**src/rtl/fifo_pkg.sv**
```systemverilog
// Shared defaults and pointer arithmetic for the transactional FIFO.
// Pointers carry one extra wrap bit, and all differences are taken modulo 2^(ADDR+1).
package fifo_pkg;

    localparam int DEF_ADDR      = 4;
    localparam int DEF_WIDTH     = 32;
    localparam int DEF_AF_THRESH = 2;
    localparam int DEF_AE_THRESH = 2;

    // Difference a - b taken modulo 2^ptr_w. The caller narrows the result to its pointer width.
    function automatic logic [31:0] ptr_diff(input logic [31:0] a, input logic [31:0] b,
                                             input int ptr_w);
        return (a - b) & ((32'd1 << ptr_w) - 32'd1);
    endfunction

endpackage

```
**src/rtl/fifo_ram.sv**
```systemverilog
// Simple dual-port RAM with one write port and one registered read port.
// Only the output register is reset; the array itself is never reset.
module fifo_ram #(
    parameter int ADDR  = 4,
    parameter int WIDTH = 32
) (
    input  logic             clk,
    input  logic             rst_n,
    input  logic             we,
    input  logic [ADDR-1:0]  waddr,
    input  logic [WIDTH-1:0] wdata,
    input  logic             re,
    input  logic [ADDR-1:0]  raddr,
    output logic [WIDTH-1:0] rdata
);

    logic [WIDTH-1:0] mem [2**ADDR];

    always_ff @(posedge clk) begin
        if (we) begin
            mem[waddr] <= wdata;
        end
    end

    always_ff @(posedge clk or negedge rst_n) begin
        if (!rst_n) begin
            rdata <= '0;
        end else if (re) begin
            rdata <= mem[raddr];
        end
    end

endmodule

```
**src/rtl/sync_txn_fifo.sv**
```systemverilog
// Single-clock FIFO where each side keeps a working pointer and a committed pointer.
// The reader sees only committed writes, and the writer gets back only committed reads.
module sync_txn_fifo
    import fifo_pkg::*;
#(
    parameter int ADDR      = DEF_ADDR,
    parameter int WIDTH     = DEF_WIDTH,
    parameter int AF_THRESH = DEF_AF_THRESH,
    parameter int AE_THRESH = DEF_AE_THRESH
) (
    input  logic             clk,
    input  logic             rst_clk_n,
    input  logic             write_en,
    input  logic [WIDTH-1:0] write_data,
    input  logic             snap_wraddr,
    input  logic             roll_wraddr,
    input  logic             read_en,
    input  logic             snap_rdaddr,
    input  logic             roll_rdaddr,
    output logic [WIDTH-1:0] read_data,
    output logic             read_valid,
    output logic             fifo_full,
    output logic             fifo_empty,
    output logic [ADDR:0]    room_avail,
    output logic [ADDR:0]    data_avail,
    output logic             almost_full,
    output logic             almost_empty,
    output logic             overflow,
    output logic             underflow
);

    localparam int            P     = ADDR + 1;
    localparam logic [P-1:0]  DEPTH = P'(2**ADDR);

    logic [P-1:0] wr_ptr, wr_cmt, rd_ptr, rd_cmt;
    logic [P-1:0] wr_ptr_nxt, rd_ptr_nxt;
    logic         wr_acc, rd_acc;

    assign room_avail   = DEPTH - P'(ptr_diff(32'(wr_ptr), 32'(rd_cmt), P));
    assign data_avail   = P'(ptr_diff(32'(wr_cmt), 32'(rd_ptr), P));
    assign fifo_full    = (room_avail == '0);
    assign fifo_empty   = (data_avail == '0);
    assign almost_full  = (room_avail <= P'(AF_THRESH));
    assign almost_empty = (data_avail <= P'(AE_THRESH));

    // A roll blocks any access on its side in the same cycle.
    assign wr_acc     = !roll_wraddr && write_en && !fifo_full;
    assign rd_acc     = !roll_rdaddr && read_en && !fifo_empty;
    assign wr_ptr_nxt = wr_acc ? wr_ptr + P'(1) : wr_ptr;
    assign rd_ptr_nxt = rd_acc ? rd_ptr + P'(1) : rd_ptr;

    always_ff @(posedge clk or negedge rst_clk_n) begin
        if (!rst_clk_n) begin
            wr_ptr   <= '0;
            wr_cmt   <= '0;
            overflow <= 1'b0;
        end else begin
            overflow <= write_en && !roll_wraddr && fifo_full;
            if (roll_wraddr) begin
                wr_ptr <= wr_cmt;
            end else begin
                wr_ptr <= wr_ptr_nxt;
                if (snap_wraddr) begin
                    wr_cmt <= wr_ptr_nxt;
                end
            end
        end
    end

    always_ff @(posedge clk or negedge rst_clk_n) begin
        if (!rst_clk_n) begin
            rd_ptr     <= '0;
            rd_cmt     <= '0;
            read_valid <= 1'b0;
            underflow  <= 1'b0;
        end else begin
            read_valid <= rd_acc;
            underflow  <= read_en && !roll_rdaddr && fifo_empty;
            if (roll_rdaddr) begin
                rd_ptr <= rd_cmt;
            end else begin
                rd_ptr <= rd_ptr_nxt;
                if (snap_rdaddr) begin
                    rd_cmt <= rd_ptr_nxt;
                end
            end
        end
    end

    fifo_ram #(
        .ADDR  (ADDR),
        .WIDTH (WIDTH)
    ) u_ram (
        .clk   (clk),
        .rst_n (rst_clk_n),
        .we    (wr_acc),
        .waddr (wr_ptr[ADDR-1:0]),
        .wdata (write_data),
        .re    (rd_acc),
        .raddr (rd_ptr[ADDR-1:0]),
        .rdata (read_data)
    );

endmodule
```
**config.mk**
```make
export PLATFORM = sky130hd
export DESIGN_NAME = sync_txn_fifo
export DESIGN_NICKNAME = d
export VERILOG_FILES = /design/src/rtl/fifo_pkg.sv /design/src/rtl/fifo_ram.sv /design/src/rtl/sync_txn_fifo.sv
export SDC_FILE = /design/constraint.sdc
export NUM_CORES = 1
export LEC_CHECK = 0
export BUFFER_PORTS_ARGS = -buffer_cell sky130_fd_sc_hd__buf_2
export CAP_MARGIN = 20
export CORE_AREA = 2 2 235 179
export DETAILED_ROUTE_END_ITERATION = 8
export DIE_AREA = 0 0 237 181
export PLACE_DENSITY = 0.76
export SLEW_MARGIN = 20
export SYNTH_ARGS = -nofsm -noshare
export SYNTH_HDL_FRONTEND = slang
export SYNTH_SLANG_ARGS = --single-unit
```
**constraint.sdc**
```tcl
create_clock -name clk -period 6 [get_ports clk]
set_clock_uncertainty 0.1 [all_clocks]
set_input_delay 0.6 -clock clk [delete_from_list [all_inputs] [get_ports clk]]
set_output_delay 0.6 -clock clk [all_outputs]
set_load 0.005 [all_outputs]
```
After elaboration in Yosys (flattened, before gate mapping)
Memories as Yosys holds them, arrays and structs flattened. A register that Yosys moved wholly into a read port is not among the register bits.
Cells that the tools add are included.
{ "totals": {"out_inout_bits": 49, "mem_bits_rw": 512, "input_bits": 40, "regBits": 23, "memories": 1, "elab_cells": 38} }
{ "mem_list": {"columns": ["memory", "words", "word_bits", "read_ports", "rd_clocked_by_memory_dff", "write_ports", "line", "rtl"], "rows": [
  ["u_ram.mem", 16, 32, 1, 1, 1, "fifo_ram.sv:17", "logic [WIDTH-1:0] mem [2**ADDR];"]
]} }
{ "classes": {"order_cmp": 2, "add_sub_neg": 5, "bitwise": 2, "mux": 6, "n_reduce_logical": 15} }
{ "op_table": {"columns": ["operator", "n"], "rows": [
  ["two-way mux 5 bit", 4],
  ["adder 5 x 1 -> 5 bit (second input constant)", 2],
  ["less-or-equal comparator 5 x 2 -> 1 bit (second input constant)", 2],
  ["logical NOT 5 bit", 2],
  ["subtractor 5 bit", 2],
  ["logical AND 1 bit", 6],
  ["logical NOT 1 bit", 5],
  ["subtractor 5 bit (first input constant)", 1],
  ["AND reduction 2 bit", 2],
  ["two-way mux 1 bit", 2],
  ["inverter 1 bit", 2]
]} }

Logic depth before layout (Yosys ltp)
{ "logic_depth": {"word_depth": 7, "mapped_depth": 13, "ltp_nobuf": 12} }

Modules after synthesis
A second synthesis with hierarchy kept.
{ "unflattened": {"cells_unflattened": 1020, "area_unflattened_um2": 22308.9} }
{ "by_module_without_submodules": {"columns": ["mod", "seq_area_each_um2", "area_per_inst_um2", "instances", "cells_each"], "rows": [
  ["fifo_ram", 16175.5, 20788.7, 1, 876],
  ["sync_txn_fifo", 575.6, 1520.2, 1, 144]
]} }

Worst setup path after synthesis
OpenSTA, ideal clock, no wires.
{ "synth_timing": {"path_type": "reg-to-reg", "start": "register wr_ptr[2]", "end": "memory u_ram.mem[0][0], enable pin", "path_slack_ns": 0.754, "setup_ns": 0.461, "stages_incl_launch_ff": 11, "path_buffers": 1, "arrival_time_ns": 4.685, "period_less_slack_ns": 5.246, "required_time_ns": 5.439, "path_cell_list": "dfrtp_1 > clkbuf_1 > inv_1 > ha_1 > inv_1 > fa_1 > xnor2_1 > a2111oi_0 > a211oi_2 > nand2_1 > nor3_1"} }
{ "synth_via": {"elab_chain_cells": 7} }
{ "synth_rtl": {"columns": ["element", "line", "rtl"], "rows": [
  ["start: declaration", "sync_txn_fifo.sv:35", "logic [P-1:0] wr_ptr, wr_cmt, rd_ptr, rd_cmt;"],
  ["start signal: assignment", "sync_txn_fifo.sv:60", "wr_ptr <= wr_cmt;"],
  ["start signal: assignment", "sync_txn_fifo.sv:62", "wr_ptr <= wr_ptr_nxt;"],
  ["subtractor 5 bit", "fifo_pkg.sv:13", "return (a - b) & ((32'd1 << ptr_w) - 32'd1);"],
  ["subtractor 5 bit", "sync_txn_fifo.sv:39", "assign room_avail = DEPTH - P'(ptr_diff(32'(wr_ptr), 32'(rd_cmt), P));"],
  ["via room_avail[3]", "sync_txn_fifo.sv:24", "output logic [ADDR:0] room_avail,"],
  ["logical NOT 5 bit", "sync_txn_fifo.sv:41", "assign fifo_full = (room_avail == '0);"],
  ["logical NOT 1 bit", "sync_txn_fifo.sv:47", "assign wr_acc = !roll_wraddr && write_en && !fifo_full;"],
  ["logical AND 1 bit", "sync_txn_fifo.sv:47", null],
  ["two-way mux 1 bit", "fifo_ram.sv:20", "if (we) begin"],
  ["two-way mux 1 bit (implied by the code)", "fifo_ram.sv:21", "mem[waddr] <= wdata;"],
  ["end: declaration", "fifo_ram.sv:17", null]
]} }
The timed path passes the listed nets, and every way through them passes these cells.

Worst setup path in the final report
{ "layout_timing": {"start": "register wr_ptr[1]", "end": "memory u_ram.mem[12][20], enable pin"} }
{ "layout_via": {"elab_chain_cells": 7} }
{ "layout_rtl": {"columns": ["element", "line"], "rows": [
  ["subtractor 5 bit", "fifo_pkg.sv:13"],
  ["subtractor 5 bit", "sync_txn_fifo.sv:39"],
  ["logical NOT 5 bit", "sync_txn_fifo.sv:41"],
  ["logical NOT 1 bit", "sync_txn_fifo.sv:47"],
  ["logical AND 1 bit", "sync_txn_fifo.sv:47"],
  ["two-way mux 1 bit", "fifo_ram.sv:20"],
  ["two-way mux 1 bit (implied by the code)", "fifo_ram.sv:21"]
]} }
Several ways; a longest one is shown, not always the timed one.

==> summary.txt <==
status = finished, final reports clean
number of storage elements in the synthesis netlist = 567
Clock H-tree levels = 2
master cell of the clock root buffer = sky130_fd_sc_hd__clkbuf_16
Antenna diodes = 0
die outline area = 42900 sq um
first-pass GRT wire length = 65.7 mm
Worst Path Class, Setup = register to register
Placed Instances = 1558
slew at the pin closest to its max-slew limit = 0.980 ns
accumulated negative setup slack = 0 ns
final hold violation count = 0
launching element type of the critical path = register
WP data arrival = 4.77 ns
clock input transition at the sequential cells of the worst setup and hold paths = 0.07 ns
maximum VDD drop = 324 uV
source-to-sink clock delay at the later pin of the worst-skew pair = 0.58 ns
Rows = 64
net total in the final layout = 1148
worst r2r path cells = 11
die height = 181 um
clk buf depth = 3
combined area of all synthesized cells = 22100 sq um
gpl congestion = 0.768
Min-Delay Path Class = primary input to asynchronous set/reset pin
endpoint type of the worst setup path = register
Final Setup Violations = 0
via count of the routed design = 10087
count of maximum capacitance violations = 0
vias per cell = 6.07
GRT overflow = 0
Synth warnings = 0
final count of pins violating max slew = 0
remaining number of nets flagged by the antenna check after routing = 0
average cell area after synthesis = 22.9 sq um
crit share post-route = 76.9%
startpoint of the worst-slack reg-to-reg timing path = wr_ptr[1]$_DFF_PN0_
number of distinct library cells after synthesis = 44
worst-path fanout max = 17
highest-delay cell along the critical path = sky130_fd_sc_hd__a211oi_2
Die Span X = 237 um
Slew HR = 34.7%
largest net degree at the start of global routing = 77
initial antenna violation count = 0
TritonCTS Buffers = 51
I/O pins = 89
sequential element share of the synthesized area = 75.8%
all-layer global routing usage = 20.7%
DRC marker count from the first detailed-route iteration = 1012
clock tree from TritonCTS = done
CP cell instances = inv_1 -> ha_1 -> ha_1 -> inv_1 -> fa_1 -> xnor2_1 -> a2111oi_0 -> a211oi_2 -> nand2_1 -> nor2_4 -> buf_4
Req. time, crit path = 6.15 ns
filler cell count = 2667
number of synthesized flops with an enable pin = 512
quantity of gates resized following cts = 0
initial core utilization = 54.6%
share of post-route cells with drive strength above 1 = 37.4%
vias in the first global route = 10169
Crit path largest cell delay = 0.67 ns
total iterations of the first detailed-routing run = 5
Cell Pwr Density = 470 nW/um^2
commonest register cell after synthesis = sky130_fd_sc_hd__edfxtp_1
post-synth net total = 1024
post-synthesis cell count = 966
share of async-settable or async-resettable flops after synthesis = 9.70%
signed area change from the synthesized netlist to the final layout = 14.0%
startpoint of the most critical setup path = wr_ptr[1]$_DFF_PN0_
leak pwr = 8.36 nW
fraction of synthesized cell area taken by the top area cell type = 69.6%
fmax = 217 MHz
count of placed standard cells in the final layout, fillers left out = 1661
final critical path time including I/O delays and setup = 4.62 ns
number of buffers inserted by post-CTS setup repair = 0
wire per inst = 26.5 um
cells taking the most area after synthesis = sky130_fd_sc_hd__edfxtp_1 (70%), sky130_fd_sc_hd__mux4_2 (16%), sky130_fd_sc_hd__dfrtp_1 (6.2%), sky130_fd_sc_hd__mux2_2 (2.2%), sky130_fd_sc_hd__ha_1 (0.91%)
RSZ-0062 raised after global routing = no
quantity of hold-fixing buffers added after cts = 0
# clock sinks = 567
post-detail-place hpwl = 24.5 mm
number of buffers inserted by port buffering = 88
total power of the final layout = 11.8 mW
core region area = 40400 sq um
biggest area consumer among synthesized cells = sky130_fd_sc_hd__edfxtp_1
total routed wirelength = 44.1 mm
DRC violation count after routing = 0
state kept, by name (all words and copies together) (netlist names):
signal and cells:
wr_cmt 5, u_ram.rdata 32, rd_ptr 5, underflow 1
rd_cmt 5, u_ram.mem 512, read_valid 1, overflow 1
wr_ptr 5
through the flow:
| stage | setup slack (ns) | hold slack, ns | utilization, % | cell area, sq um |
|---|---|---|---|---|
| 4_1_cts | 1.44 | 0.130 | 61.8 | 25000 |
| 5_1_grt | 1.18 | 0.173 | 62.3 | 25200 |
| 3_3_place_gp | 1.78 | 0.384 | 57.4 | 23200 |
| 6_report | 1.38 | 0.111 | 62.3 | 25200 |
| 2_1_floorplan | 0.754 | 0.204 | - | 22100 |
| 3_5_place_dp | 1.50 | 0.387 | 57.5 | 23200 |
synth_stat cells (all sizes together), types with 3 or more instances:
cell    count
nand3       3
nand2      15
nand2b      5
nor3        8
nand4       3
mux4      160
ha         16
clkbuf     18
mux2       44
xor2        3
edfxtp    512
dfrtp      55
nor2b       3
xnor2      11
buf        27
a21oi      10
inv        22
nor2       27
power by group:
| group | internal [mW] | switching, mW | total (mW) |
|---|---|---|---|
| clock network | 2.00 | 1.41 | 3.41 |
| logic | 1.75 | 1.76 | 3.51 |
| registers | 4.68 | 0.245 | 4.93 |
path summary, 6_finish.rpt:
kind / endpoint / slack [ns]
worst max-delay path: u_ram.mem[12][20]$_DFFE_PP_ / 1.38
worst min-delay path: read_valid$_DFF_PN0_ / 0.11
worst max register to register: u_ram.mem[12][20]$_DFFE_PP_ / 1.38
worst min register to register: u_ram.rdata[26]$_DFFE_PN0P_ / 0.40
max in group asynchronous: rd_ptr[0]$_DFF_PN0_ / 5.07
min in group clk: wr_ptr[0]$_DFF_PN0_ / 0.25
area by class of cell:
cell class | count | area [sq um] | area share, %
Sequential cell | 567 | 16800 | 66.5
Multi-Input combinational cell | 332 | 5100 | 20.3
Clock buffer | 65 | 1400 | 5.56
Timing Repair Buffer | 116 | 816 | 3.24
Tap cell | 528 | 661 | 2.62
Clock inverter | 31 | 370 | 1.47
Inverter | 22 | 82.6 | 0.328
worst max-delay path, delay by kind of cell (launching register included):
| family | cells | cell delay, ns |
|---|---|---|
| XOR/XNOR | 1 | 0.37 |
| AND/OR/NAND/NOR | 2 | 1.01 |
| buffers and inverters | 3 | 0.61 |
| AO/OA/AOI/OAI | 2 | 0.84 |
| adder cells (fa/ha/maj) | 3 | 0.95 |
| flip-flops | 1 | 0.42 |
logic make-up (layout without fill, tap and decap cells):
| family | count (synthesis) | count (layout) | synth area share (%) |
|---|---|---|---|
| AO/OA/AOI/OAI | 25 | 25 | 0.849 |
| XOR/XNOR | 15 | 15 | 0.657 |
| adder cells (fa/ha/maj) | 18 | 18 | 1.09 |
| buffers and inverters | 67 | 234 | 1.55 |
| flip-flops | 567 | 567 | 75.8 |
| multiplexers | 206 | 206 | 18.6 |
| AND/OR/NAND/NOR | 68 | 68 | 1.40 |
layer usage:
metal,share of wire [%],vias up,global-route usage [%]
li1,-,4285,-
met1,44,5361,31.7
met2,48,393,32.0
met3,6.7,48,3.94
met4,1.4,0,3.95
met5,0,-,0
placed cells by master (no fill, tap or decap), types with 14 or more instances in the layout:
| cell | synthesis | final |
|---|---|---|
| sky130_fd_sc_hd__dfrtp_1 | 55 | 52 |
| sky130_fd_sc_hd__inv_1 | 20 | 19 |
| sky130_fd_sc_hd__nand2_1 | 14 | 14 |
| sky130_fd_sc_hd__clkbuf_16 | 0 | 52 |
| sky130_fd_sc_hd__edfxtp_1 | 512 | 512 |
| sky130_fd_sc_hd__nor2_1 | 27 | 16 |
| sky130_fd_sc_hd__buf_2 | 6 | 88 |
| sky130_fd_sc_hd__mux4_2 | 160 | 160 |
| sky130_fd_sc_hd__mux2_2 | 44 | 44 |
| sky130_fd_sc_hd__ha_1 | 16 | 16 |
| sky130_fd_sc_hd__buf_4 | 2 | 19 |
Power figures use the tool's default switching activity.
